--- src/rtl/rv32i_pkg.sv ---
// rtl/rv32i_pkg.sv - shared fetch-stage types and constants
package rv32i_pkg;

    localparam int unsigned InstrBytes = 4;
    localparam int unsigned Xlen       = 32;

    typedef enum logic [1:0] {
        REQ   = 2'd0,
        WAIT  = 2'd1,
        DRAIN = 2'd2
    } fetch_state_e;

    typedef struct packed {
        logic [Xlen-1:0] pc;
        logic [Xlen-1:0] instr;
    } fetch_slot_t;

endpackage

--- src/rtl/fetch_unit_if.sv ---
// rtl/fetch_unit_if.sv - instruction memory and decode-side handshake bundle
interface fetch_unit_if #(
    parameter int DataWidth = 32,
    parameter int AddrWidth = 32
) ();

    logic                 imem_req;
    logic [AddrWidth-1:0] imem_addr;
    logic                 imem_gnt;
    logic                 imem_rvalid;
    logic [DataWidth-1:0] imem_rdata;

    logic                 if_valid;
    logic                 if_ready;
    logic [AddrWidth-1:0] if_pc;
    logic [DataWidth-1:0] if_instr;

    modport master (
        output imem_req, imem_addr,
        input  imem_gnt, imem_rvalid, imem_rdata,
        output if_valid, if_pc, if_instr,
        input  if_ready
    );

    modport slave (
        input  imem_req, imem_addr,
        output imem_gnt, imem_rvalid, imem_rdata,
        input  if_valid, if_pc, if_instr,
        output if_ready
    );

endinterface

--- src/rtl/fetch_slot.sv ---
// rtl/fetch_slot.sv - one-entry valid/ready holding register with synchronous flush
module fetch_slot #(
    parameter int Width = 64
) (
    input  logic             clk,
    input  logic             rst,
    input  logic             flush_i,
    input  logic             wr_en_i,
    input  logic [Width-1:0] wr_data_i,
    input  logic             rd_ready_i,
    output logic             rd_valid_o,
    output logic [Width-1:0] rd_data_o
);

    logic             valid_q, valid_d;
    logic [Width-1:0] data_q, data_d;

    // Flush wins over a same-cycle write; a consumed entry frees the slot.
    always_comb begin
        valid_d = valid_q;
        data_d  = data_q;
        if (valid_q && rd_ready_i) begin
            valid_d = 1'b0;
        end
        if (wr_en_i) begin
            valid_d = 1'b1;
            data_d  = wr_data_i;
        end
        if (flush_i) begin
            valid_d = 1'b0;
        end
    end

    always_ff @(posedge clk or posedge rst) begin
        if (rst) begin
            valid_q <= 1'b0;
            data_q  <= '0;
        end else begin
            valid_q <= valid_d;
            data_q  <= data_d;
        end
    end

    assign rd_valid_o = valid_q;
    assign rd_data_o  = data_q;

endmodule

--- src/rtl/fetch_unit.sv ---
// rtl/fetch_unit.sv - RV32I fetch stage: pc, single-outstanding imem fetch, redirect handling
module fetch_unit
    import rv32i_pkg::*;
#(
    parameter int                   DataWidth = 32,
    parameter int                   AddrWidth = 32,
    parameter logic [AddrWidth-1:0] ResetPc   = '0
) (
    input  logic                 clk,
    input  logic                 rst,
    input  logic                 redirect_en,
    input  logic [AddrWidth-1:0] redirect_pc,
    output logic                 misaligned,
    fetch_unit_if.master         bus
);

    fetch_state_e         state_q, state_d;
    logic [AddrWidth-1:0] pc_q, pc_d;
    logic [AddrWidth-1:0] req_pc_q, req_pc_d;

    logic                 slot_valid;
    logic                 slot_free;
    logic                 slot_wr;
    logic                 fire;
    logic [AddrWidth-1:0] redirect_target;
    logic [AddrWidth+DataWidth-1:0] slot_rd_data;

    assign redirect_target = {redirect_pc[AddrWidth-1:2], 2'b00};
    assign slot_free       = !slot_valid || bus.if_ready;

    always_ff @(posedge clk or posedge rst) begin
        if (rst) begin
            state_q  <= REQ;
            pc_q     <= ResetPc;
            req_pc_q <= ResetPc;
        end else begin
            state_q  <= state_d;
            pc_q     <= pc_d;
            req_pc_q <= req_pc_d;
        end
    end

    // A grant taken in the redirect cycle belongs to the old path, so it must be drained.
    always_comb begin
        state_d  = state_q;
        pc_d     = pc_q;
        req_pc_d = req_pc_q;
        unique case (state_q)
            REQ: begin
                if (fire) begin
                    req_pc_d = pc_q;
                    pc_d     = pc_q + AddrWidth'(InstrBytes);
                    state_d  = redirect_en ? DRAIN : WAIT;
                end
            end
            WAIT: begin
                if (bus.imem_rvalid) begin
                    state_d = REQ;
                end else if (redirect_en) begin
                    state_d = DRAIN;
                end
            end
            DRAIN: begin
                if (bus.imem_rvalid) begin
                    state_d = REQ;
                end
            end
            default: state_d = REQ;
        endcase
        if (redirect_en) begin
            pc_d = redirect_target;
        end
    end

    always_comb begin
        bus.imem_req  = !rst && (state_q == REQ) && slot_free;
        bus.imem_addr = pc_q;
        fire          = bus.imem_req && bus.imem_gnt;
        slot_wr       = (state_q == WAIT) && bus.imem_rvalid && !redirect_en;
        misaligned    = !rst && redirect_en && (redirect_pc[1:0] != 2'b00);
    end

    fetch_slot #(
        .Width(AddrWidth + DataWidth)
    ) u_slot (
        .clk       (clk),
        .rst       (rst),
        .flush_i   (redirect_en),
        .wr_en_i   (slot_wr),
        .wr_data_i ({req_pc_q, bus.imem_rdata}),
        .rd_ready_i(bus.if_ready),
        .rd_valid_o(slot_valid),
        .rd_data_o (slot_rd_data)
    );

    assign bus.if_valid = slot_valid;
    assign bus.if_pc    = slot_rd_data[AddrWidth+DataWidth-1:DataWidth];
    assign bus.if_instr = slot_rd_data[DataWidth-1:0];

endmodule

--- src/flat_wrapper.sv ---
// flat-port wrapper written by rule: the top's interface ports become plain ports
module fetch_unit_flat import rv32i_pkg::*;
#(
    parameter int                   DataWidth = 32,
    parameter int                   AddrWidth = 32,
    parameter logic [AddrWidth-1:0] ResetPc   = '0
)
  (clk, rst, redirect_en, redirect_pc, misaligned, bus_imem_req, bus_imem_addr, bus_imem_gnt, bus_imem_rvalid, bus_imem_rdata, bus_if_valid, bus_if_pc, bus_if_instr, bus_if_ready);
  fetch_unit_if #(.DataWidth(DataWidth), .AddrWidth(AddrWidth)) bus_i ();
  input  logic clk;
  input  logic rst;
  input  logic redirect_en;
  input  logic [AddrWidth-1:0] redirect_pc;
  output logic misaligned;
  output wire logic [$bits(bus_i.imem_req)-1:0] bus_imem_req;
  output wire logic [$bits(bus_i.imem_addr)-1:0] bus_imem_addr;
  input wire logic [$bits(bus_i.imem_gnt)-1:0] bus_imem_gnt;
  input wire logic [$bits(bus_i.imem_rvalid)-1:0] bus_imem_rvalid;
  input wire logic [$bits(bus_i.imem_rdata)-1:0] bus_imem_rdata;
  output wire logic [$bits(bus_i.if_valid)-1:0] bus_if_valid;
  output wire logic [$bits(bus_i.if_pc)-1:0] bus_if_pc;
  output wire logic [$bits(bus_i.if_instr)-1:0] bus_if_instr;
  input wire logic [$bits(bus_i.if_ready)-1:0] bus_if_ready;
  assign bus_imem_req = bus_i.imem_req;
  assign bus_imem_addr = bus_i.imem_addr;
  assign bus_i.imem_gnt = bus_imem_gnt;
  assign bus_i.imem_rvalid = bus_imem_rvalid;
  assign bus_i.imem_rdata = bus_imem_rdata;
  assign bus_if_valid = bus_i.if_valid;
  assign bus_if_pc = bus_i.if_pc;
  assign bus_if_instr = bus_i.if_instr;
  assign bus_i.if_ready = bus_if_ready;
  fetch_unit #(.DataWidth(DataWidth), .AddrWidth(AddrWidth), .ResetPc(ResetPc)) u_core (.clk(clk), .rst(rst), .redirect_en(redirect_en), .redirect_pc(redirect_pc), .misaligned(misaligned), .bus(bus_i));
endmodule
--- config.mk ---
export PLATFORM = sky130hd
export DESIGN_NAME = fetch_unit_flat
export DESIGN_NICKNAME = d
export VERILOG_FILES = /design/src/rtl/rv32i_pkg.sv /design/src/rtl/fetch_unit_if.sv /design/src/rtl/fetch_slot.sv /design/src/rtl/fetch_unit.sv /design/src/flat_wrapper.sv
export SDC_FILE = /design/constraint.sdc
export NUM_CORES = 1
export LEC_CHECK = 0
export CORE_ASPECT_RATIO = 1.2
export CORE_MARGIN = 2
export CORE_UTILIZATION = 51
export CTS_CLUSTER_SIZE = 12
export DETAILED_ROUTE_END_ITERATION = 10
export HOLD_SLACK_MARGIN = 0.02
export PLACE_DENSITY = 0.86
export SLEW_MARGIN = 20
export SYNTH_ARGS = -nofsm -noshare
export SYNTH_HDL_FRONTEND = slang
export SYNTH_HIERARCHICAL = 1
export SYNTH_SLANG_ARGS = --single-unit
--- constraint.sdc ---
create_clock -name clk -period 10.45 [get_ports clk]
set_clock_uncertainty 0.15 [all_clocks]
set_input_delay 3.135 -clock clk [delete_from_list [all_inputs] [get_ports clk]]
set_output_delay 3.135 -clock clk [all_outputs]
set_load 0.005 [all_outputs]
==> impl_metrics.ini, run 1 <==
[cts]
ctsHtreeMaxLevel = 4
path_clk_slew_ns = 0.05
cts_resized = 0
cts_tree = built
holdBufCountCts = 0
clock_sinks = 127
clk_path_buf_depth = 2
cts_buffers = 17
post_cts_buffers = 0
root_buffer = clkbuf_16
clk_latency_ns = 0.41

[pwr]
ir_drop_uv = 112
seq_power_share_pct = 41.4
p_leak_nw = 3.33
p_sw_mw = 0.444
p_int_mw = 1.35
clock_power_share_pct = 29.9
comb_power_share_pct = 28.8
netSwitchingFraction_pct = 24.8
powerDensity_nw_per_um2 = 225

[floorplan]
start_util_pct = 52.0
fp.coreArea_sq_um = 10900
die_w_um = 100
rows = 42
io_pins = 169
die_y_um = 120
die-area_sq_um = 12000

[logic_synthesis]
synth_area_per_cell_sq_um = 13.7
synth_edf_count = 0
netlist_area_sq_um = 5690
netlist.top_cell.by_area = dfrtp_1
synth_cell_types = 35
async_flop_share_pct = 100
yosysSeqAreaShare_pct = 55.9
yosys.cell_count.top_type = dfrtp_1
synthCells = 416
synth_common_cells = dfrtp_1, mux2_4, mux2_2
ys_warn_count = 6
yosysTopAreaCellShare_pct = 55.9
ys.flop_type = dfrtp_1
ys_ff_latch = 127
synth_area_leaders = dfrtp_1, mux2_4, mux2_2

[drt]
wl_um = 14000
wl_per_cell_um = 19.2
vias_per_cell = 5.37
drt-pass1-iter-count = 4
vias = 3927
drc = 0
drtAntennaViolNets = 0
drtIter0Drc = 128

[finish]
final_core_util_pct = 72.8
drive_gt1_share_pct = 25.7
syn_to_final_growth_pct = 40.0
nets = 659
antenna_cells = 0

[setup_path]
r2r_slack_ns = 7.92
startpoint_type = input pin
crit_slowest_cell = clkdlybuf4s50_1
cpMostUsedCell = clkdlybuf4s50_1
required_ns = 7.17
worstPathArrival_ns = 4.66
endpoint_kind = output pin
worstSetupPathType = input pin to output pin
path_cells = clkdlybuf4s50_1 -> nor4_1 -> clkdlybuf4s50_1
crit_fanout = 4
max_stage_delay_ns = 0.58

[grt]
antenna_found_initial = 0
grt_max_degree = 63
overflow = 0
grt.total_usage_pct = 24.7
grt_pass1_wl_um = 22600
grt_pass1_vias = 4301

[min_path]
min_path_type = flip-flop to flip-flop

[place]
gp_congestion = 0.754
post-dp-hpwl_um = 9730
place_ws_ns = 2.49
port_buffers = 166

[timing]
hold_viol = 0
max_freq_ghz = 0.126
min_period_over_period_pct = 76.0
setup_viol = 0
maxSlewViolCount = 0
timing.final.crit_period_ns = 7.94
setup_tns_ns = 0
setup_ws_ns = 2.51
holdWs_ns = 0.345
slew_headroom_pct = 42.4
grt_setup_unrepaired = no
worst_slew_pin_slew_ns = 0.863

[outcome]
outcome = complete, no violations

[flow_run]
maxCapViolations = 0
[worst max-delay path, delay by kind of cell]
kind                   cells  cell delay, ns
buffers and inverters      2            1.07
AND/OR/NAND/NOR            1            0.45
[per-layer routing]
layer	up-vias	part of all wire (%)	track usage [%]	wire length (um)
met2	144	52	41.9	7310
met1	1973	40	29.7	5550
met5	-	0	0	0
met4	0	1.8	8.73	246
li1	1786	-	-	-
met3	24	6.5	7.40	913
[kinds of logic after synthesis]
| kind of cell | share of synthesized area (%) |
|---|---|
| AOI/OAI and AO/OA | 2.82 |
| xor gates and xnor gates | 4.46 |
| adders and majority gates | 0.220 |
| buffers and inverters | 3.52 |
| DFF | 55.9 |
| muxes | 22.6 |
| other | 0.0659 |
| and+or+nand+nor | 10.4 |
[power groups by stage]
stage	clock network (mW)	registers [mW]	logic [mW]
6_report	0.535	0.742	0.516
5_1_grt	0.567	0.761	0.551
4_1_cts	0.544	0.744	0.522
3_5_place_dp	0	0.748	0.517
3_3_place_gp	0	0.734	0.501
2_1_floorplan	0	0.735	0.210
[flip-flops by register name, summed over array words and instances, names as in the netlist]
register	cells
u_core/u_slot/rd_data_o	64
u_core/bus.imem_addr	30
u_core/req_pc_q	30
u_core/state_q	2
u_core/u_slot/rd_valid_o	1
[cell usage in the layout (no fill, tap or decap), types with 3 or more instances in the layout]
cell type        count
nand2_1             39
o21ai_1             16
mux2_2              48
inv_1                8
nor4_2              10
clkbuf_16           17
conb_1               4
nor4_1               3
nor3_2               4
and3_1               3
buf_4                6
clkinv_2             3
clkbuf_8             6
nor2_1               6
xnor2_1             25
mux2_4              49
nand3_1              5
dfrtp_1            127
xor2_1               4
nand4_1              7
clkdlybuf4s50_1    165
o21ai_0             12
nor3_1               5
and4_1               3
[layout make-up]
cell class,instances,area [sq um]
Sequential cell,127,3180
Fill cell,746,2970
Multi-Input combinational cell,260,2330
Timing Repair Buffer,172,1700
Clock buffer,25,515
Tap cell,132,165
Inverter,10,37.5
Clock inverter,5,30.0
[worst paths after layout]
check,cells past startpoint,to,from
hold reg to reg,1,u_core/u_slot/rd_data_o[58]$_DFFE_PP0P_,u_core/req_pc_q[26]$_DFFE_PP0P_
setup reg to reg,5,u_core/bus.imem_addr[18]$_DFFE_PP0P_,u_core/state_q[1]$_DFFE_PP0P_
setup / recovery,3,bus_imem_req,rst
max in group asynchronous,3,u_core/u_slot/rd_data_o[25]$_DFFE_PP0P_,rst
min in group asynchronous,2,u_core/u_slot/rd_valid_o$_DFFE_PP0P_,rst
hold / removal,1,u_core/u_slot/rd_data_o[58]$_DFFE_PP0P_,u_core/req_pc_q[26]$_DFFE_PP0P_
[metrics by stage]
step                      area (sq um)  total power, mW  cells
after CTS                         7960             1.81    731
final                             7960             1.79    731
after global routing              7960             1.88    731
after global placement            7420             1.23    701
after floorplan                   5700            0.946    419
after detailed placement          7420             1.26    701
Note: power is estimated with default switching activity, not from simulation.
==> run 2, diff against run 1 <==
- CORE_UTILIZATION: 51 -> 43
- PLACE_DENSITY: 0.86 -> 0.77
- clock period: 10.45 -> 6.5 ns (I/O delays scaled with it)
==> run 2 against run 1 <==
Worst hold slack better by 0.0023 ns. Clock-buffer cell count up 1. Clock power up 73%.
==> impl_metrics.ini, run 2 (synthesized netlist as in run 1, its figures left out) <==
[pwr]
ir_drop_uv = 225
seq_power_share_pct = 40.3
netSwitchingFraction_pct = 23.6
p_sw_mw = 0.690
powerDensity_nw_per_um2 = 364
p_int_mw = 2.24
comb_power_share_pct = 28.0
p_leak_nw = 3.35
clock_power_share_pct = 31.7

[drt]
wl_um = 13400
wl_per_cell_um = 17.5
drc = 0
vias_per_cell = 5.00
vias = 3842
drt-pass1-iter-count = 4
drtIter0Drc = 107
drtAntennaViolNets = 0

[floorplan]
fp.coreArea_sq_um = 13100
rows = 46
start_util_pct = 43.5
io_pins = 169
die_y_um = 130
die_w_um = 109
die-area_sq_um = 14200

[setup_path]
startpoint_type = input pin
worstPathArrival_ns = 3.42
r2r_slack_ns = 3.94
crit_fanout = 4
worstSetupPathType = input pin to output pin
endpoint_kind = output pin
required_ns = 4.40

[cts]
ctsHtreeMaxLevel = 4
cts_tree = built
cts_buffers = 17
clk_latency_ns = 0.41
cts_resized = 0
post_cts_buffers = 0
path_clk_slew_ns = 0.05
root_buffer = clkbuf_16
clk_path_buf_depth = 2
clock_sinks = 127
holdBufCountCts = 0

[timing]
setup_viol = 0
grt_setup_unrepaired = no
worst_slew_pin_slew_ns = 0.799
timing.final.crit_period_ns = 5.52
min_period_over_period_pct = 84.9
setup_tns_ns = 0
slew_headroom_pct = 46.7
hold_viol = 0
maxSlewViolCount = 0
max_freq_ghz = 0.181

[finish]
nFillCells = 1031
final_common_cell = clkdlybuf4s50_1
largest_reg_flops = 64
most-common-layout-cells = clkdlybuf4s50_1, dfrtp_1, mux2_4
antenna_cells = 0
syn_to_final_growth_pct = 41.5
nets = 659
final_core_util_pct = 61.6
drive_gt1_share_pct = 25.5

[place]
post-dp-hpwl_um = 9430
gp_congestion = 0.776
port_buffers = 166

[outcome]
outcome = complete, no violations

[grt]
grt_pass1_wl_um = 21000
antenna_found_initial = 0
grt_max_degree = 63
grt_pass1_vias = 4037
overflow = 0
grt.total_usage_pct = 19.8

[min_path]
min_path_type = flip-flop to flip-flop

[flow_run]
maxCapViolations = 0
[run 2: changes by cell type in the layout (fill, tap and decap cells not counted)]
cell	before	now
bufinv_16	0	2
clkinv_2	3	2
clkbuf_1	2	4
clkbuf_8	6	5
clkinvlp_4	2	1
[run 2: power by group through the flow]
stage | Sequential [mW] | Combinational (mW) | Clock (mW)
floorplan | 1.18 | 0.338 | 0
global placement | 1.18 | 0.808 | 0
detailed placement | 1.19 | 0.827 | 0
CTS | 1.18 | 0.832 | 0.948
global route | 1.21 | 0.880 | 0.994
finish | 1.18 | 0.819 | 0.928
[run 2: per-stage QoR]
step | power (mW) | instance area (sq um) | hold slack (ns) | setup slack, ns | instances
after detailed placement | 2.02 | 7460 | 0.342 | 0.993 | 737
final | 2.93 | 8050 | 0.347 | 0.982 | 768
after global routing | 3.09 | 8050 | 0.359 | 0.925 | 768
after floorplan | 1.52 | 5700 | 0.327 | 0.827 | 419
after CTS | 2.96 | 8050 | 0.350 | 0.974 | 768
after global placement | 1.99 | 7460 | 0.337 | 1.03 | 737
[run 2: path summary, 6_finish.rpt]
check | startpoint | endpoint | depth (start not counted)
worst max-delay path | rst | bus_imem_req | 3
worst min-delay path | u_core/req_pc_q[24]$_DFFE_PP0P_ | u_core/u_slot/rd_data_o[56]$_DFFE_PP0P_ | 1
worst max register to register | u_core/state_q[1]$_DFFE_PP0P_ | u_core/bus.imem_addr[6]$_DFFE_PP0P_ | 6
worst min register to register | u_core/req_pc_q[24]$_DFFE_PP0P_ | u_core/u_slot/rd_data_o[56]$_DFFE_PP0P_ | 1
max in group asynchronous | rst | u_core/u_slot/rd_data_o[51]$_DFFE_PP0P_ | 3
min in group asynchronous | rst | u_core/u_slot/rd_data_o[63]$_DFFE_PP0P_ | 2
[run 2: worst max-delay path, stage by stage]
cell	delay, ns
clkdlybuf4s50_1	0.50
nor4_1	0.39
clkdlybuf4s50_1	0.57
[run 2: cell type report]
class	instances	area (sq um)	share of cell area [%]
repair buffers	172	1700	21.1
clock buffers	26	509	6.33
multi-input cells	260	2330	29.0
clock inverters	5	77.6	0.964
inverters	10	37.5	0.466
flip-flops and latches	127	3180	39.5
well taps	168	210	2.61
[run 2: metal layers]
metal  GRT usage (%)  routed length [um]  vias to the layer above
li1                -                   -                     1794
met1            24.7                5630                     1910
met2            32.2                6700                      122
met3            6.69                 935                       16
met4            6.79                 162                        0
met5               0                   0                        -
==> run 3, diff against run 2 <==
- clock period: 6.5 -> 4.71 ns (I/O delays scaled with it)
==> run 3 against run 2 <==
Worst setup slack lost 0.70 ns. Critical path depth increased by 1. Via count increased by 0.26%.
==> impl_metrics.ini, run 3 (synthesized netlist as in run 1, its figures left out) <==
[pwr]
p_leak_nw = 3.40
clock_power_share_pct = 35.0
ir_drop_uv = 267
power.total_mw = 4.26
comb_power_share_pct = 26.6
seq_power_share_pct = 38.5
p_int_mw = 3.26
p_sw_mw = 1.00
netSwitchingFraction_pct = 23.5
powerDensity_nw_per_um2 = 521

[timing]
grt_setup_unrepaired = no
timing.final.crit_period_ns = 4.42
maxSlewViolCount = 0
worst_slew_pin_slew_ns = 0.839
max_freq_ghz = 0.226
holdWs_ns = 0.350
setup_tns_ns = 0
setup_viol = 0
min_period_over_period_pct = 93.9
slew_headroom_pct = 44.1
hold_viol = 0

[cts]
path_clk_slew_ns = 0.05
cts_buffers = 17
clk_path_buf_depth = 2
post_cts_buffers = 0
clk_latency_ns = 0.41
cts_resized = 0
root_buffer = clkbuf_16
clock_sinks = 127
holdBufCountCts = 0
cts_tree = built
ctsHtreeMaxLevel = 4

[floorplan]
fp.coreArea_sq_um = 13100
die-area_sq_um = 14200
start_util_pct = 43.5
die_w_um = 109
die_y_um = 130
io_pins = 169
rows = 46

[finish]
regArea_sq_um = 3180
syn_to_final_growth_pct = 43.7
drive_gt1_share_pct = 26.5
largest_reg_flops = 64
multi_input_area_sq_um = 2330
final_core_util_pct = 62.6
nets = 662
fin_area_sq_um = 8180
final_common_cell = clkdlybuf4s50_1
nFillCells = 1037
antenna_cells = 0
most-common-layout-cells = clkdlybuf4s50_1, dfrtp_1, mux2_4

[setup_path]
worstSetupPathType = input pin to output pin
crit_fanout = 4
startpoint_type = input pin
required_ns = 3.15
endpoint_kind = output pin
worstPathArrival_ns = 2.86

[grt]
grt_pass1_wl_um = 21500
antenna_found_initial = 0
grt.total_usage_pct = 20.1
grt_pass1_vias = 4070
grt_max_degree = 63
overflow = 0

[outcome]
outcome = complete, no violations

[drt]
drt-pass1-iter-count = 4
drtIter0Drc = 138
drtAntennaViolNets = 0
wl_per_cell_um = 18.0
vias = 3852
drc = 0
vias_per_cell = 4.99
wl_um = 13900

[place]
post-dp-hpwl_um = 9760
gp_congestion = 0.787
port_buffers = 166
placed_area_sq_um = 7500

[min_path]
min_path_type = flip-flop to flip-flop

[flow_run]
maxCapViolations = 0
[run 3: cell type report]
class                           count  share of cell area [%]
Sequential cell                   127                    38.9
Multi-Input combinational cell    260                    28.6
Timing Repair Buffer              175                    21.2
Clock buffer                       19                    5.42
Clock inverter                     13                    2.86
Tap cell                          168                    2.57
Inverter                           10                   0.474
[run 3: worst paths after layout]
kind	startpoint	to	slack, ns	cells after the start
max	bus_if_ready	bus_imem_req	0.29	4
min	u_core/req_pc_q[26]$_DFFE_PP0P_	u_core/u_slot/rd_data_o[58]$_DFFE_PP0P_	0.35	1
max reg2reg	u_core/bus.imem_addr[15]$_DFFE_PP0P_	u_core/bus.imem_addr[25]$_DFFE_PP0P_	2.15	5
min reg2reg	u_core/req_pc_q[26]$_DFFE_PP0P_	u_core/u_slot/rd_data_o[58]$_DFFE_PP0P_	0.35	1
max in group asynchronous	rst	u_core/bus.imem_addr[9]$_DFFE_PP0P_	2.18	4
min in group asynchronous	rst	u_core/u_slot/rd_data_o[27]$_DFFE_PP0P_	1.53	3
[run 3: metal layers]
metal	part of all wire (%)	track usage (%)	routed length [um]
met1	42	24.3	5820
met2	51	34.5	7100
met3	5.9	5.99	816
met4	0.97	5.96	134
met5	0	0	0
[run 3: power groups by stage]
stage	Combinational [mW]	Clock, mW	Sequential (mW)
6_report	1.13	1.49	1.64
5_1_grt	1.21	1.58	1.68
4_1_cts	1.15	1.52	1.64
3_5_place_dp	1.14	0	1.65
3_3_place_gp	1.12	0	1.63
2_1_floorplan	0.467	0	1.63
[run 3: per-stage QoR]
| stage | setup slack (ns) | std cells |
|---|---|---|
| after floorplan | 0.111 | 419 |
| after global placement | 0.383 | 740 |
| after detailed placement | 0.298 | 740 |
| after CTS | 0.309 | 772 |
| after global routing | 0.253 | 772 |
| final | 0.286 | 772 |
[run 3: critical path, stage by stage]
cell and delay (ns):
clkdlybuf4s50_1 0.42, nor2b_1 0.44, nor4_1 0.11, clkdlybuf4s50_1 0.47
